**config.mk**
```make
export PLATFORM = sky130hd
export DESIGN_NAME = global_mean_segment
export DESIGN_NICKNAME = d
export VERILOG_FILES = /design/src/rtl/global_mean_segment.sv
export SDC_FILE = /design/constraint.sdc
export NUM_CORES = 1
export LEC_CHECK = 0
export ABC_AREA = 1
export CAP_MARGIN = 5
export CORE_MARGIN = 3
export CORE_UTILIZATION = 25
export DETAILED_ROUTE_END_ITERATION = 10
export PLACE_DENSITY = 0.5
export REMOVE_ABC_BUFFERS = 1
export SLEW_MARGIN = 20
export SYNTH_ARGS = -nofsm -noshare
export SYNTH_HDL_FRONTEND = slang
export SYNTH_SLANG_ARGS = --single-unit
```
**constraint.sdc**
```tcl
create_clock -name clk -period 2.52 [get_ports clk]
set_input_delay 0.252 -clock clk [delete_from_list [all_inputs] [get_ports clk]]
set_output_delay 0.252 -clock clk [all_outputs]
set_load 0.1 [all_outputs]
```
**src/rtl/global_mean_segment.sv**
```systemverilog
// global_mean_segment
// Thresholds a luma stream against a per-frame threshold. The threshold is
// either a manual value or the mean luma of an earlier frame plus a signed
// offset, saturated to the pixel range. The frame mean is computed by a
// serial restoring divider that runs after each frame-start edge.
//
// Ports:
//   clk, rst_n         clock, asynchronous active-low reset
//   Y_hsync/Y_vsync    input syncs (Y_vsync rising edge = frame start)
//   Y_data, Y_de       input luma and data enable
//   mode               0 binary, 1 inverted binary, 2 to-zero, 3 truncate
//   thresh_sel         0 manual threshold, 1 auto mean + offset
//   manual_thresh      manual threshold
//   thresh_offset      signed offset added to the auto mean
//   segment_*          syncs delayed one clock, segmented pixel
//   cur_thresh         threshold in effect for the current frame
//   thresh_valid       high once at least one auto mean has been produced
module global_mean_segment #(
  parameter int          DATA_W      = 8,
  parameter logic [11:0] H_DISP      = 12'd640,
  parameter logic [11:0] V_DISP      = 12'd480,
  parameter int          INIT_THRESH = 100
) (
  input  logic              clk,
  input  logic              rst_n,
  input  logic              Y_hsync,
  input  logic              Y_vsync,
  input  logic [DATA_W-1:0] Y_data,
  input  logic              Y_de,
  input  logic [1:0]        mode,
  input  logic              thresh_sel,
  input  logic [DATA_W-1:0] manual_thresh,
  input  logic [DATA_W:0]   thresh_offset,
  output logic              segment_hsync,
  output logic              segment_vsync,
  output logic [DATA_W-1:0] segment_data,
  output logic              segment_de,
  output logic [DATA_W-1:0] cur_thresh,
  output logic              thresh_valid
);

  // Widen before multiplying so the pixel count cannot wrap in 12 bits.
  localparam int unsigned NPIX   = 32'(H_DISP) * 32'(V_DISP);
  localparam int          CNT_W  = $clog2(NPIX + 32'd1);
  localparam int          SUM_W  = DATA_W + CNT_W;
  localparam int          STEP_W = $clog2(SUM_W + 1);
  localparam logic [DATA_W-1:0] INIT_T  = DATA_W'(INIT_THRESH);
  localparam logic [CNT_W-1:0]  CNT_MAX = {CNT_W{1'b1}};
  localparam logic [STEP_W-1:0] LAST_STEP = STEP_W'(SUM_W - 1);

  typedef enum logic [1:0] {IDLE = 2'd0, DIV = 2'd1, DONE = 2'd2} state_t;

  state_t              state_q;
  logic [1:0]          mode_q;
  logic [DATA_W-1:0]   auto_mean_q;
  logic [SUM_W-1:0]    sum_q, sum_d;
  logic [CNT_W-1:0]    cnt_q, cnt_d;
  logic [SUM_W-1:0]    quot_q;     // dividend shifts out, quotient shifts in
  logic [CNT_W-1:0]    div_q;
  logic [CNT_W-1:0]    rem_q;
  logic [STEP_W-1:0]   step_q;

  logic                vs_rise_s;
  logic [DATA_W-1:0]   seg_s;
  logic [DATA_W-1:0]   thr_new_s;
  logic signed [DATA_W+1:0] adj_s;
  logic [CNT_W:0]      rem_sh_s, rem_nx_s;
  logic                ge_s;

  // Frame start: segment_vsync is Y_vsync from the previous clock.
  assign vs_rise_s = Y_vsync & ~segment_vsync;

  // Segmentation of the incoming pixel against the current threshold.
  always_comb begin
    seg_s = '0;
    case (mode_q)
      2'd0:    seg_s = (Y_data > cur_thresh) ? {DATA_W{1'b1}} : {DATA_W{1'b0}};
      2'd1:    seg_s = (Y_data > cur_thresh) ? {DATA_W{1'b0}} : {DATA_W{1'b1}};
      2'd2:    seg_s = (Y_data > cur_thresh) ? Y_data : {DATA_W{1'b0}};
      2'd3:    seg_s = (Y_data > cur_thresh) ? cur_thresh : Y_data;
      default: seg_s = '0;
    endcase
  end

  // Threshold for the next frame; auto path is mean + signed offset, clamped.
  always_comb begin
    adj_s = $signed({2'b00, auto_mean_q}) + $signed({thresh_offset[DATA_W], thresh_offset});
    if (!thresh_sel) begin
      thr_new_s = manual_thresh;
    end else if (adj_s[DATA_W+1]) begin
      thr_new_s = '0;
    end else if (adj_s[DATA_W]) begin
      thr_new_s = {DATA_W{1'b1}};
    end else begin
      thr_new_s = adj_s[DATA_W-1:0];
    end
  end

  // Accumulators restart at frame start, including a pixel arriving that cycle.
  always_comb begin
    sum_d = sum_q;
    cnt_d = cnt_q;
    if (vs_rise_s) begin
      sum_d = Y_de ? SUM_W'(Y_data) : '0;
      cnt_d = Y_de ? CNT_W'(1) : '0;
    end else if (Y_de && (cnt_q != CNT_MAX)) begin
      sum_d = sum_q + SUM_W'(Y_data);
      cnt_d = cnt_q + CNT_W'(1);
    end else begin
      sum_d = sum_q;
      cnt_d = cnt_q;
    end
  end

  // One restoring-division step: shift in the next dividend bit, subtract if possible.
  always_comb begin
    rem_sh_s = {rem_q, quot_q[SUM_W-1]};
    ge_s     = (rem_sh_s >= {1'b0, div_q});
    if (ge_s) begin
      rem_nx_s = rem_sh_s - {1'b0, div_q};
    end else begin
      rem_nx_s = rem_sh_s;
    end
  end

  // Stream path: delayed syncs, held pixel output, accumulators, frame latch.
  always_ff @(posedge clk or negedge rst_n) begin
    if (!rst_n) begin
      segment_hsync <= 1'b0;
      segment_vsync <= 1'b0;
      segment_de    <= 1'b0;
      segment_data  <= '0;
      sum_q         <= '0;
      cnt_q         <= '0;
      mode_q        <= 2'd0;
      cur_thresh    <= INIT_T;
    end else begin
      segment_hsync <= Y_hsync;
      segment_vsync <= Y_vsync;
      segment_de    <= Y_de;
      if (Y_de) begin
        segment_data <= seg_s;
      end
      sum_q <= sum_d;
      cnt_q <= cnt_d;
      if (vs_rise_s) begin
        mode_q     <= mode;
        cur_thresh <= thr_new_s;
      end
    end
  end

  // Mean divider FSM; a new frame edge always restarts it with fresh totals.
  always_ff @(posedge clk or negedge rst_n) begin
    if (!rst_n) begin
      state_q      <= IDLE;
      quot_q       <= '0;
      div_q        <= '0;
      rem_q        <= '0;
      step_q       <= '0;
      auto_mean_q  <= INIT_T;
      thresh_valid <= 1'b0;
    end else if (vs_rise_s) begin
      // An empty frame gives no mean; any division in flight is dropped.
      if (cnt_q != '0) begin
        state_q <= DIV;
        quot_q  <= sum_q;
        div_q   <= cnt_q;
        rem_q   <= '0;
        step_q  <= '0;
      end else begin
        state_q <= IDLE;
      end
    end else begin
      case (state_q)
        IDLE: state_q <= IDLE;
        DIV: begin
          rem_q  <= rem_nx_s[CNT_W-1:0];
          quot_q <= {quot_q[SUM_W-2:0], ge_s};
          step_q <= step_q + STEP_W'(1);
          if (step_q == LAST_STEP) begin
            state_q <= DONE;
          end
        end
        DONE: begin
          auto_mean_q  <= quot_q[DATA_W-1:0];
          thresh_valid <= 1'b1;
          state_q      <= IDLE;
        end
        default: state_q <= IDLE;
      endcase
    end
  end

endmodule

```
==> results of run 1 <==
[power by group through the flow]
stage	registers (mW)	clock network (mW)	logic [mW]
after floorplan	3.64	0	3.81
after detailed placement	3.41	0	5.65
after global routing	3.45	2.97	6.44
final	3.37	2.79	5.69
after global placement	3.40	0	5.60
after CTS	3.38	2.86	5.67
[critical path, stage by stage, from the launching register on]
cell and delay (ns):
dfrtp_1 0.36, inv_1 0.10, ha_1 0.16, inv_1 0.09, fa_2 0.36, nand3_1 0.11, nand3_2 0.13, nand3_1 0.13
nand2_1 0.11, nand2_4 0.12, buf_12 0.17, nand3_1 0.08, nand3_1 0.12, o21ai_0 0.10
[flip-flops by register name, summed over array words and instances, names as in the netlist]
name	flops
div_q	19
auto_mean_q	8
mode_q	2
segment_vsync	1
segment_hsync	1
state_q	2
step_q	5
segment_data	8
cnt_q	19
cur_thresh	8
thresh_valid	1
segment_de	1
rem_q	19
quot_q	27
sum_q	27
[Yosys cell counts, types with 3 or more instances]
cell type | instances | area [µm²]
nand2_2 | 9 | 56.3
nor3_1 | 16 | 80.1
ha_1 | 47 | 588
buf_4 | 5 | 37.5
o22ai_1 | 5 | 31.3
buf_2 | 14 | 70.1
o21ai_0 | 65 | 325
xnor2_1 | 8 | 70.1
xor2_1 | 13 | 114
o21bai_1 | 4 | 30.0
nor2_1 | 95 | 357
nand3b_1 | 11 | 82.6
nand3_2 | 12 | 120
a21oi_1 | 54 | 270
buf_6 | 6 | 67.6
nand2_1 | 431 | 1620
nand4_1 | 50 | 313
o21ai_1 | 23 | 115
clkbuf_1 | 16 | 60.1
a31oi_1 | 18 | 113
nor3_2 | 5 | 50.1
inv_1 | 200 | 751
fa_1 | 3 | 60.1
o31ai_1 | 4 | 30.0
o211ai_1 | 8 | 60.1
buf_1 | 4 | 15.0
inv_2 | 7 | 26.3
dfstp_2 | 6 | 158
dfrtp_1 | 142 | 3550
or2_2 | 9 | 56.3
nor2_2 | 4 | 25.0
nand3_1 | 131 | 656
[repair_timing]
item	CTS	global route
endpoints found under the hold margin	58	0
resized for setup	0	5
setup endpoints to repair	0	18
hold buffers	1	0
[kinds of logic after synthesis]
family                     Yosys count  synth area share
adders and majority gates           50            0.0641
buffers and inverters              255             0.104
muxes                                1           0.00111
xor gates and xnor gates            21            0.0182
DFF                                148             0.367
and+or+nand+nor                    781             0.345
AOI/OAI and AO/OA                  186             0.100
[worst max path at each step]
stage | to | depth (start not counted) | start | slack, ns
floorplan | quot_q[0] | 8 | segment_vsync | -2.13
global placement | sum_q[6] | 14 | Y_data[0] | 0.03
detailed placement | sum_q[6] | 14 | Y_data[0] | 0.004
CTS | rem_q[6] | 13 | quot_q[26] | 0.11
global route | sum_q[6] | 13 | sum_q[0] | 0.005
finish | rem_q[6] | 13 | quot_q[26] | 0.24
[per-layer routing]
layer	GRT usage	wire, µm
met1	0.181	13800
met2	0.227	13700
met3	0.0221	1000
met4	0.0353	417
met5	0	0
[cells in the final DEF, fill, tap and decap left out, drive strengths merged, types with 2 or more instances in the layout]
cell	instances
dfrtp	142
nor3	22
o21ai	89
fa	3
o21a	2
bufinv	4
nor3b	2
nor2	99
xor2	13
dfstp	6
a31oi	18
clkdlybuf4s50	31
nand4	51
nand3	143
o211ai	8
or2	10
ha	47
clkinv	6
clkbuf	21
o31ai	4
nand2	442
xnor2	8
o22ai	5
o21bai	4
nand3b	11
a21oi	55
inv	209
buf	57
[metrics by stage]
step | setup TNS [ns] | utilization
after global placement | 0 | 0.283
after detailed placement | 0 | 0.283
final | 0 | 0.300
after CTS | 0 | 0.300
after floorplan | -160.11 | -
after global routing | 0 | 0.300
[final cells by class]
cell class | count | area, µm² | share of cell area
multi-input cells | 1039 | 5370 | 0.450
flip-flops and latches | 148 | 3710 | 0.310
repair buffers | 89 | 793 | 0.0664
inverters | 209 | 785 | 0.0656
well taps | 525 | 657 | 0.0550
clock buffers | 21 | 460 | 0.0385
clock inverters | 11 | 173 | 0.0144
==> reports/results.txt, run 1 <==
max-slew violations = 0
Hold WS = 0.267 ns
crit-path max FO = 20
Inst Count DP = 2009
pwr dens = 992 nW/µm²
H-tree Lvls = 4
Post-DP HPWL = 21.6 mm
Tightest Pin Transition = 0.641 ns
Seq/Total Area, Yosys = 0.367
Clk network pwr share = 0.236
worst-skew pair later-pin latency = 0.43 ns
Vias/cell = 4.62
Num CTS Buffers = 17
drc violations = 0
hold path startpoint = Y_hsync
ANT cells = 0
post-place instance area = 11300 µm²
setup violators final = 0
Sw Pwr = 5.19 mW
CP Class = register to register
Place WS = 0.00407 ns
total iterations of the first detailed-routing run = 5
Root Buffer = clkbuf_16
Ys Warns = 0
Final Cell Area = 12000 µm²
Post-synth top flop = dfrtp_1
clock tree buffer depth = 2
largest net degree at the start of global routing = 64
EDFF count, synth = 0
share of cells above drive strength 1 = 0.0982
port buffer count = 52
Period minus WS final = 2.28 ns
Total GRT Usage = 0.135
Final ANT Viol Nets = 0
Overall Power = 11.9 mW
crit end category = register
violation count after the first detailed-routing iteration = 576
final cycle utilization of the critical path = 0.905
CTS sink count = 148
Synth cell types = 45
grt ovf = 0
internal power = 6.66 mW
Worst setup SP type = register
final std cells w/o fill = 2042
full die area = 42900 µm²
global-route wire length before repair = 47.7 mm
routed len/inst = 14.2 µm
final WL = 28.9 mm
Net Sw Frac = 0.438
DR vias = 9435
reg2reg setup slack = 0.24 ns
worst r2r dst = rem_q[6]
Pleak = 5.87 nW
maximum vdd drop = 0.000420 V
Reg clk slew, reported paths = 0.07 ns
die span in x = 207 µm
Async SR Flop Fraction = 1.00
Core Area = 39800 µm²
MaxCap Viol Count = 0
cell count after synthesis = 1442
Comb power frac = 0.480
Nets = 1587
I/O Pins = 53
FF-to-FF Start = quot_q[26]
area of the mapped netlist = 10100 µm²
RSZ-0062 raised after global routing = false
status = complete, no violations
Hold Path Stages = 1
initial antenna violation count = 0
Placer Congestion = 0.876
CTS tree = yes
vias in the first global route = 9139
Final Hold Fails = 0
hold endpoint = segment_hsync
Worst Hold Class = primary input to register
initial core utilization = 0.254
R2R depth = 13
Final Skew = 0.0123 ns
Final WS setup = 0.239 ns
Slew HR = 0.573
WP data required = 2.82 ns
Syn Area/Cell = 7.02 µm²
Rows = 73
Area growth, synth to finish = 18.2%
Die Y = 207 µm
filler instances = 4382
crit path DAT = 2.58 ns
Reg power frac = 0.285
#FFs+latches synth = 148
f_max = 0.438 GHz
setup bufs post-CTS = 0
Power figures use the tool's default switching activity.
==> run 2: changes to the inputs <==
--- a/config.mk
+++ b/config.mk
@@ -9,8 +9,9 @@
 export CAP_MARGIN = 5
 export CORE_MARGIN = 3
 export CORE_UTILIZATION = 25
+export CTS_BUF_LIST = sky130_fd_sc_hd__clkbuf_8
 export DETAILED_ROUTE_END_ITERATION = 10
-export PLACE_DENSITY = 0.5
+export PLACE_DENSITY = 0.39
 export REMOVE_ABC_BUFFERS = 1
 export SLEW_MARGIN = 20
 export SYNTH_ARGS = -nofsm -noshare
==> constraint.sdc (replaced) <==
create_clock -name clk -period 2.52 [get_ports clk]
set_input_delay 0.252 -clock clk [delete_from_list [all_inputs] [get_ports clk]]
set_output_delay 0.252 -clock clk [all_outputs]
set_load 0.05 [all_outputs]
==> run 2 against run 1 <==
Against the previous run:
- non-clock buffer count increased by 15
- register-to-register slack about the same
- largest cell class unchanged
- critical path depth unchanged
- fmax decreased by 0.25%
- global-route usage increased by 1.6 points
- combinational power decreased by 2%
- final area decreased by 1.1%
- sequential power about the same
- worst setup slack got worse by 0.0058 ns
- count of clock-buffer cells in the layout decreased by 3
- via count decreased by 0.94%
- die area unchanged
==> reports/results.txt, run 2 (synthesis results as in run 1) <==
Area growth, synth to finish = 16.9%
Root Buffer = clkbuf_8
routed len/inst = 15.3 µm
Die Y = 207 µm
setup bufs post-CTS = 0
Final Skew = 0.0177 ns
Net Sw Frac = 0.463
Tightest Pin Transition = 0.593 ns
ANT cells = 0
most frequent cells in the layout = nand2_1, inv_1, dfrtp_1
full die area = 42900 µm²
start point of the critical path = quot_q[26]
Top Registers = quot_q: 27 flops, sum_q: 27 flops
final std cells w/o fill = 2057
f_max = 0.437 GHz
setup violators final = 0
post-place instance area = 11400 µm²
status = complete, no violations
FF-to-FF Start = quot_q[26]
Post-DP HPWL = 24.0 mm
Placer Congestion = 0.866
MaxCap Viol Count = 0
Worst setup SP type = register
share of cells above drive strength 1 = 0.0933
max-slew violations = 0
Sw Pwr = 4.98 mW
CTS tree = yes
port buffer count = 52
Reg power frac = 0.312
pwr dens = 910 nW/µm²
Hold Path Stages = 1
hold path startpoint = Y_hsync
H-tree Lvls = 4
Worst Hold Class = primary input to register
Hold WS = 0.203 ns
filler instances = 4450
Pleak = 5.79 nW
Clk network pwr share = 0.168
Core Area = 39800 µm²
vias in the first global route = 9503
total iterations of the first detailed-routing run = 5
CP Class = register to register
Reg clk slew, reported paths = 0.10 ns
global-route wire length before repair = 52.2 mm
crit-path max FO = 19
Final ANT Viol Nets = 0
worst-skew pair later-pin latency = 0.48 ns
R2R depth = 13
Final Hold Fails = 0
crit path DAT = 2.68 ns
crit end category = register
internal power = 5.78 mW
worst r2r dst = rem_q[6]
Comb power frac = 0.520
Final Cell Area = 11800 µm²
drc violations = 0
largest net degree at the start of global routing = 57
final WL = 31.5 mm
violation count after the first detailed-routing iteration = 498
DR vias = 9346
Storage cell area = 3710 µm²
Slew HR = 0.603
reg2reg setup slack = 0.23 ns
clock tree buffer depth = 2
Overall Power = 10.8 mW
commonest non-fill, non-tap cell in the layout = nand2_1
final cycle utilization of the critical path = 0.908
I/O Pins = 53
maximum vdd drop = 0.000387 V
grt ovf = 0
WP data required = 2.91 ns
initial core utilization = 0.254
Total GRT Usage = 0.151
Rows = 73
Inst Count DP = 2024
Period minus WS final = 2.29 ns
die span in x = 207 µm
Nets = 1602
Num CTS Buffers = 17
RSZ-0062 raised after global routing = false
initial antenna violation count = 0
CTS sink count = 148
hold endpoint = segment_hsync
Vias/cell = 4.54
area taken by multi-input logic gates = 5360 µm²
[run 2: worst max path at each step]
stage,end,cells after the start
2_1_floorplan,quot_q[0],8
3_3_place_gp,segment_data[4],13
3_5_place_dp,sum_q[6],14
4_1_cts,rem_q[16],13
5_1_grt,rem_q[16],15
6_report,rem_q[6],13
[run 2: area by class of cell]
cell class | instances | area share
timing repair buffer | 104 | 0.0805
inverter | 209 | 0.0664
tap | 525 | 0.0556
sequential | 148 | 0.314
clock buffer | 18 | 0.0210
multi-input combinational | 1039 | 0.453
clock inverter | 14 | 0.00974
[run 2: per-stage QoR]
| step | setup WS [ns] | setup TNS (ns) | utilization |
|---|---|---|---|
| 6_report | 0.233 | 0 | 0.297 |
| 5_1_grt | 0.0161 | 0 | 0.297 |
| 4_1_cts | 0.142 | 0 | 0.297 |
| 3_5_place_dp | -0.00289 | -0.00289 | 0.287 |
| 3_3_place_gp | 0.0469 | 0 | 0.287 |
| 2_1_floorplan | -1.82 | -116.96 | - |
[run 2: critical path, stage by stage (launching register included)]
cell     delay, ns
dfrtp_1       0.36
inv_1         0.11
ha_1          0.16
inv_1         0.09
fa_2          0.37
nand3_1       0.09
nand3_1       0.12
nand3_1       0.12
nand2_1       0.08
nand2_2       0.14
nand2_4       0.23
nand2_1       0.12
nand3_1       0.11
o21ai_0       0.10
[run 2: what timing repair did]
item	CTS	global route
endpoints found under the setup margin	0	4
gates resized for setup	0	1
endpoints found under the hold margin	49	0
hold buffers	1	0
[run 2: metal layers]
| layer | routed length [µm] | GRT usage | part of all wire | up-vias |
|---|---|---|---|---|
| li1 | - | - | - | 4820 |
| met1 | 14600 | 0.198 | 0.46 | 4372 |
| met2 | 15600 | 0.261 | 0.49 | 135 |
| met3 | 938 | 0.0250 | 0.030 | 19 |
| met4 | 370 | 0.0339 | 0.012 | 0 |
| met5 | 0 | 0 | 0 | - |
[run 2: power by group through the flow]
stage | clock network (mW) | logic [mW] | registers (mW)
3_5_place_dp | 0 | 5.66 | 3.42
2_1_floorplan | 0 | 3.81 | 3.45
5_1_grt | 2.00 | 6.42 | 3.46
4_1_cts | 1.91 | 5.69 | 3.38
3_3_place_gp | 0 | 5.63 | 3.42
6_report | 1.81 | 5.60 | 3.36
==> run 3: changes to the inputs <==
--- a/config.mk
+++ b/config.mk
@@ -13,7 +13,7 @@
 export DETAILED_ROUTE_END_ITERATION = 10
 export PLACE_DENSITY = 0.39
 export REMOVE_ABC_BUFFERS = 1
-export SLEW_MARGIN = 20
+export SLEW_MARGIN = 5
 export SYNTH_ARGS = -nofsm -noshare
 export SYNTH_HDL_FRONTEND = slang
 export SYNTH_SLANG_ARGS = --single-unit
==> constraint.sdc (replaced) <==
create_clock -name clk -period 2.7 [get_ports clk]
set_input_delay 0.27 -clock clk [delete_from_list [all_inputs] [get_ports clk]]
set_output_delay 0.27 -clock clk [all_outputs]
set_load 0.05 [all_outputs]
==> run 3 against run 2 <==
Against the previous run:
- sequential power shrank 6.0%
- core utilization is 0.30 points lower
- count of clock-buffer cells in the layout unchanged
- via count is essentially flat
- register-to-register slack improved by 0.04 ns
- first-iteration DRC count is 2.8% lower
- critical path depth unchanged
- power decreased by 5.6%
- die area did not move
- sequential share of layout area rose by 0.32 points
- hold slack improved by 0.019 ns
- final area shrank 0.99%
- highest routed layer unchanged
==> reports/results.txt, run 3 (synthesis results as in run 1) <==
status = complete, no violations
global-route wire length before repair = 52.0 mm
hold path startpoint = Y_hsync
clock tree buffer depth = 2
filler instances = 4545
CP Class = register to register
initial antenna violation count = 0
Final Skew = 0.0196 ns
Reg clk slew, reported paths = 0.10 ns
f_max = 0.412 GHz
Worst Hold Class = primary input to register
total iterations of the first detailed-routing run = 5
Period minus WS final = 2.43 ns
Resize count post-CTS = 0
Rows = 73
drc violations = 0
worst r2r dst = rem_q[16]
WP data required = 3.12 ns
CP max stage cell = fa_1
cells along the critical path = inv_1 -> ha_1 -> inv_1 -> fa_1 -> nand3_1 -> nand3_1 -> nand3_1 -> nand2_1 -> nand2_2 -> nand2_4 -> nand2_1 -> nand3_1 -> o21ai_0
internal power = 5.37 mW
FF-to-FF Start = quot_q[26]
reg2reg setup slack = 0.27 ns
die span in x = 207 µm
Final Hold Fails = 0
RSZ-0062 raised after global routing = false
Hold WS = 0.223 ns
vias in the first global route = 9429
port buffer count = 52
CTS sink count = 148
Tightest Pin Transition = 0.626 ns
MaxCap Viol Count = 0
Net Sw Frac = 0.471
commonest non-fill, non-tap cell in the layout = nand2_1
setup bufs post-CTS = 0
Slew HR = 0.583
violation count after the first detailed-routing iteration = 484
R2R depth = 13
DR vias = 9354
full die area = 42900 µm²
crit path DAT = 2.84 ns
Root Buffer = clkbuf_8
Nets = 1581
Area growth, synth to finish = 15.7%
worst stage delay on the critical path = 0.41 ns
Overall Power = 10.2 mW
post-place instance area = 11300 µm²
most frequent cells in the layout = nand2_1, inv_1, dfrtp_1
Placer Congestion = 0.853
Final Cell Area = 11700 µm²
initial core utilization = 0.254
I/O Pins = 53
Clk network pwr share = 0.178
Reg power frac = 0.311
ANT cells = 0
Sw Pwr = 4.79 mW
hold endpoint = segment_hsync
Total GRT Usage = 0.151
Post-DP HPWL = 23.9 mm
crit-path max FO = 19
Worst setup SP type = register
Vias/cell = 4.59
Comb power frac = 0.511
CTS tree = yes
most used cell, CP = nand3_1
maximum vdd drop = 0.000352 V
final cycle utilization of the critical path = 0.898
share of cells above drive strength 1 = 0.0807
pwr dens = 868 nW/µm²
Storage cell area = 3710 µm²
worst-skew pair later-pin latency = 0.50 ns
H-tree Lvls = 4
Final ANT Viol Nets = 0
Top Registers = quot_q: 27 flops, sum_q: 27 flops
Hold Path Stages = 1
routed len/inst = 15.7 µm
crit end category = register
largest net degree at the start of global routing = 58
Core Area = 39800 µm²
Die Y = 207 µm
Place WS = 0.0484 ns
area taken by multi-input logic gates = 5350 µm²
Final WS setup = 0.275 ns
final WL = 32.0 mm
setup violators final = 0
max-slew violations = 0
Inst Count DP = 2003
final std cells w/o fill = 2036
Pleak = 5.70 nW
grt ovf = 0
Num CTS Buffers = 17
[run 3: power by group through the flow]
stage          Sequential (mW)  Combinational, mW  Clock [mW]
3_5_place_dp              3.20               5.23           0
4_1_cts                   3.16               5.26        1.91
3_3_place_gp              3.21               5.24           0
5_1_grt                   3.23               5.95        1.99
6_report                  3.16               5.19        1.81
2_1_floorplan             3.22               3.56           0
[run 3: final cells by class]
type                    count  area share
repair buffers             83      0.0689
multi-input cells        1039       0.457
clock buffers              18      0.0212
well taps                 525      0.0561
clock inverters            14      0.0124
flip-flops and latches    148       0.317
inverters                 209      0.0670
[run 3: through the flow]
stage	util	TNS, ns
after global routing	0.294	0
final	0.294	0
after floorplan	-	-94.50
after detailed placement	0.284	0
after global placement	0.284	0
after CTS	0.294	0
[run 3: worst max-delay path: cells and delay by family, from the launching register on]
| kind | cells | cell delay [ns] |
|---|---|---|
| compound gates | 1 | 0.09 |
| fa+ha+maj | 2 | 0.56 |
| flops | 1 | 0.37 |
| buf+inv | 2 | 0.19 |
| simple gates | 8 | 1.13 |
[run 3: routing by layer]
layer	vias up	global-route usage	part of all wire
li1	4782	-	-
met1	4404	0.198	0.47
met2	138	0.258	0.48
met3	30	0.0271	0.029
met4	0	0.0403	0.017
met5	-	0	0
[run 3: how the worst max path moves through the flow]
stage	start	end	slack, ns	cells past startpoint
final	quot_q[26]	rem_q[16]	0.27	13
after CTS	quot_q[26]	rem_q[16]	0.26	13
after detailed placement	Y_data[0]	sum_q[6]	0.05	14
after floorplan	segment_vsync	quot_q[0]	-1.64	8
after global placement	Y_data[0]	sum_q[6]	0.13	14
after global routing	quot_q[26]	rem_q[16]	0.04	13
[run 3: timing repair]
action                     4_1_cts  5_1_grt
setup endpoints to repair        0        0
hold buffers                     1        0
hold endpoints to repair        44        0
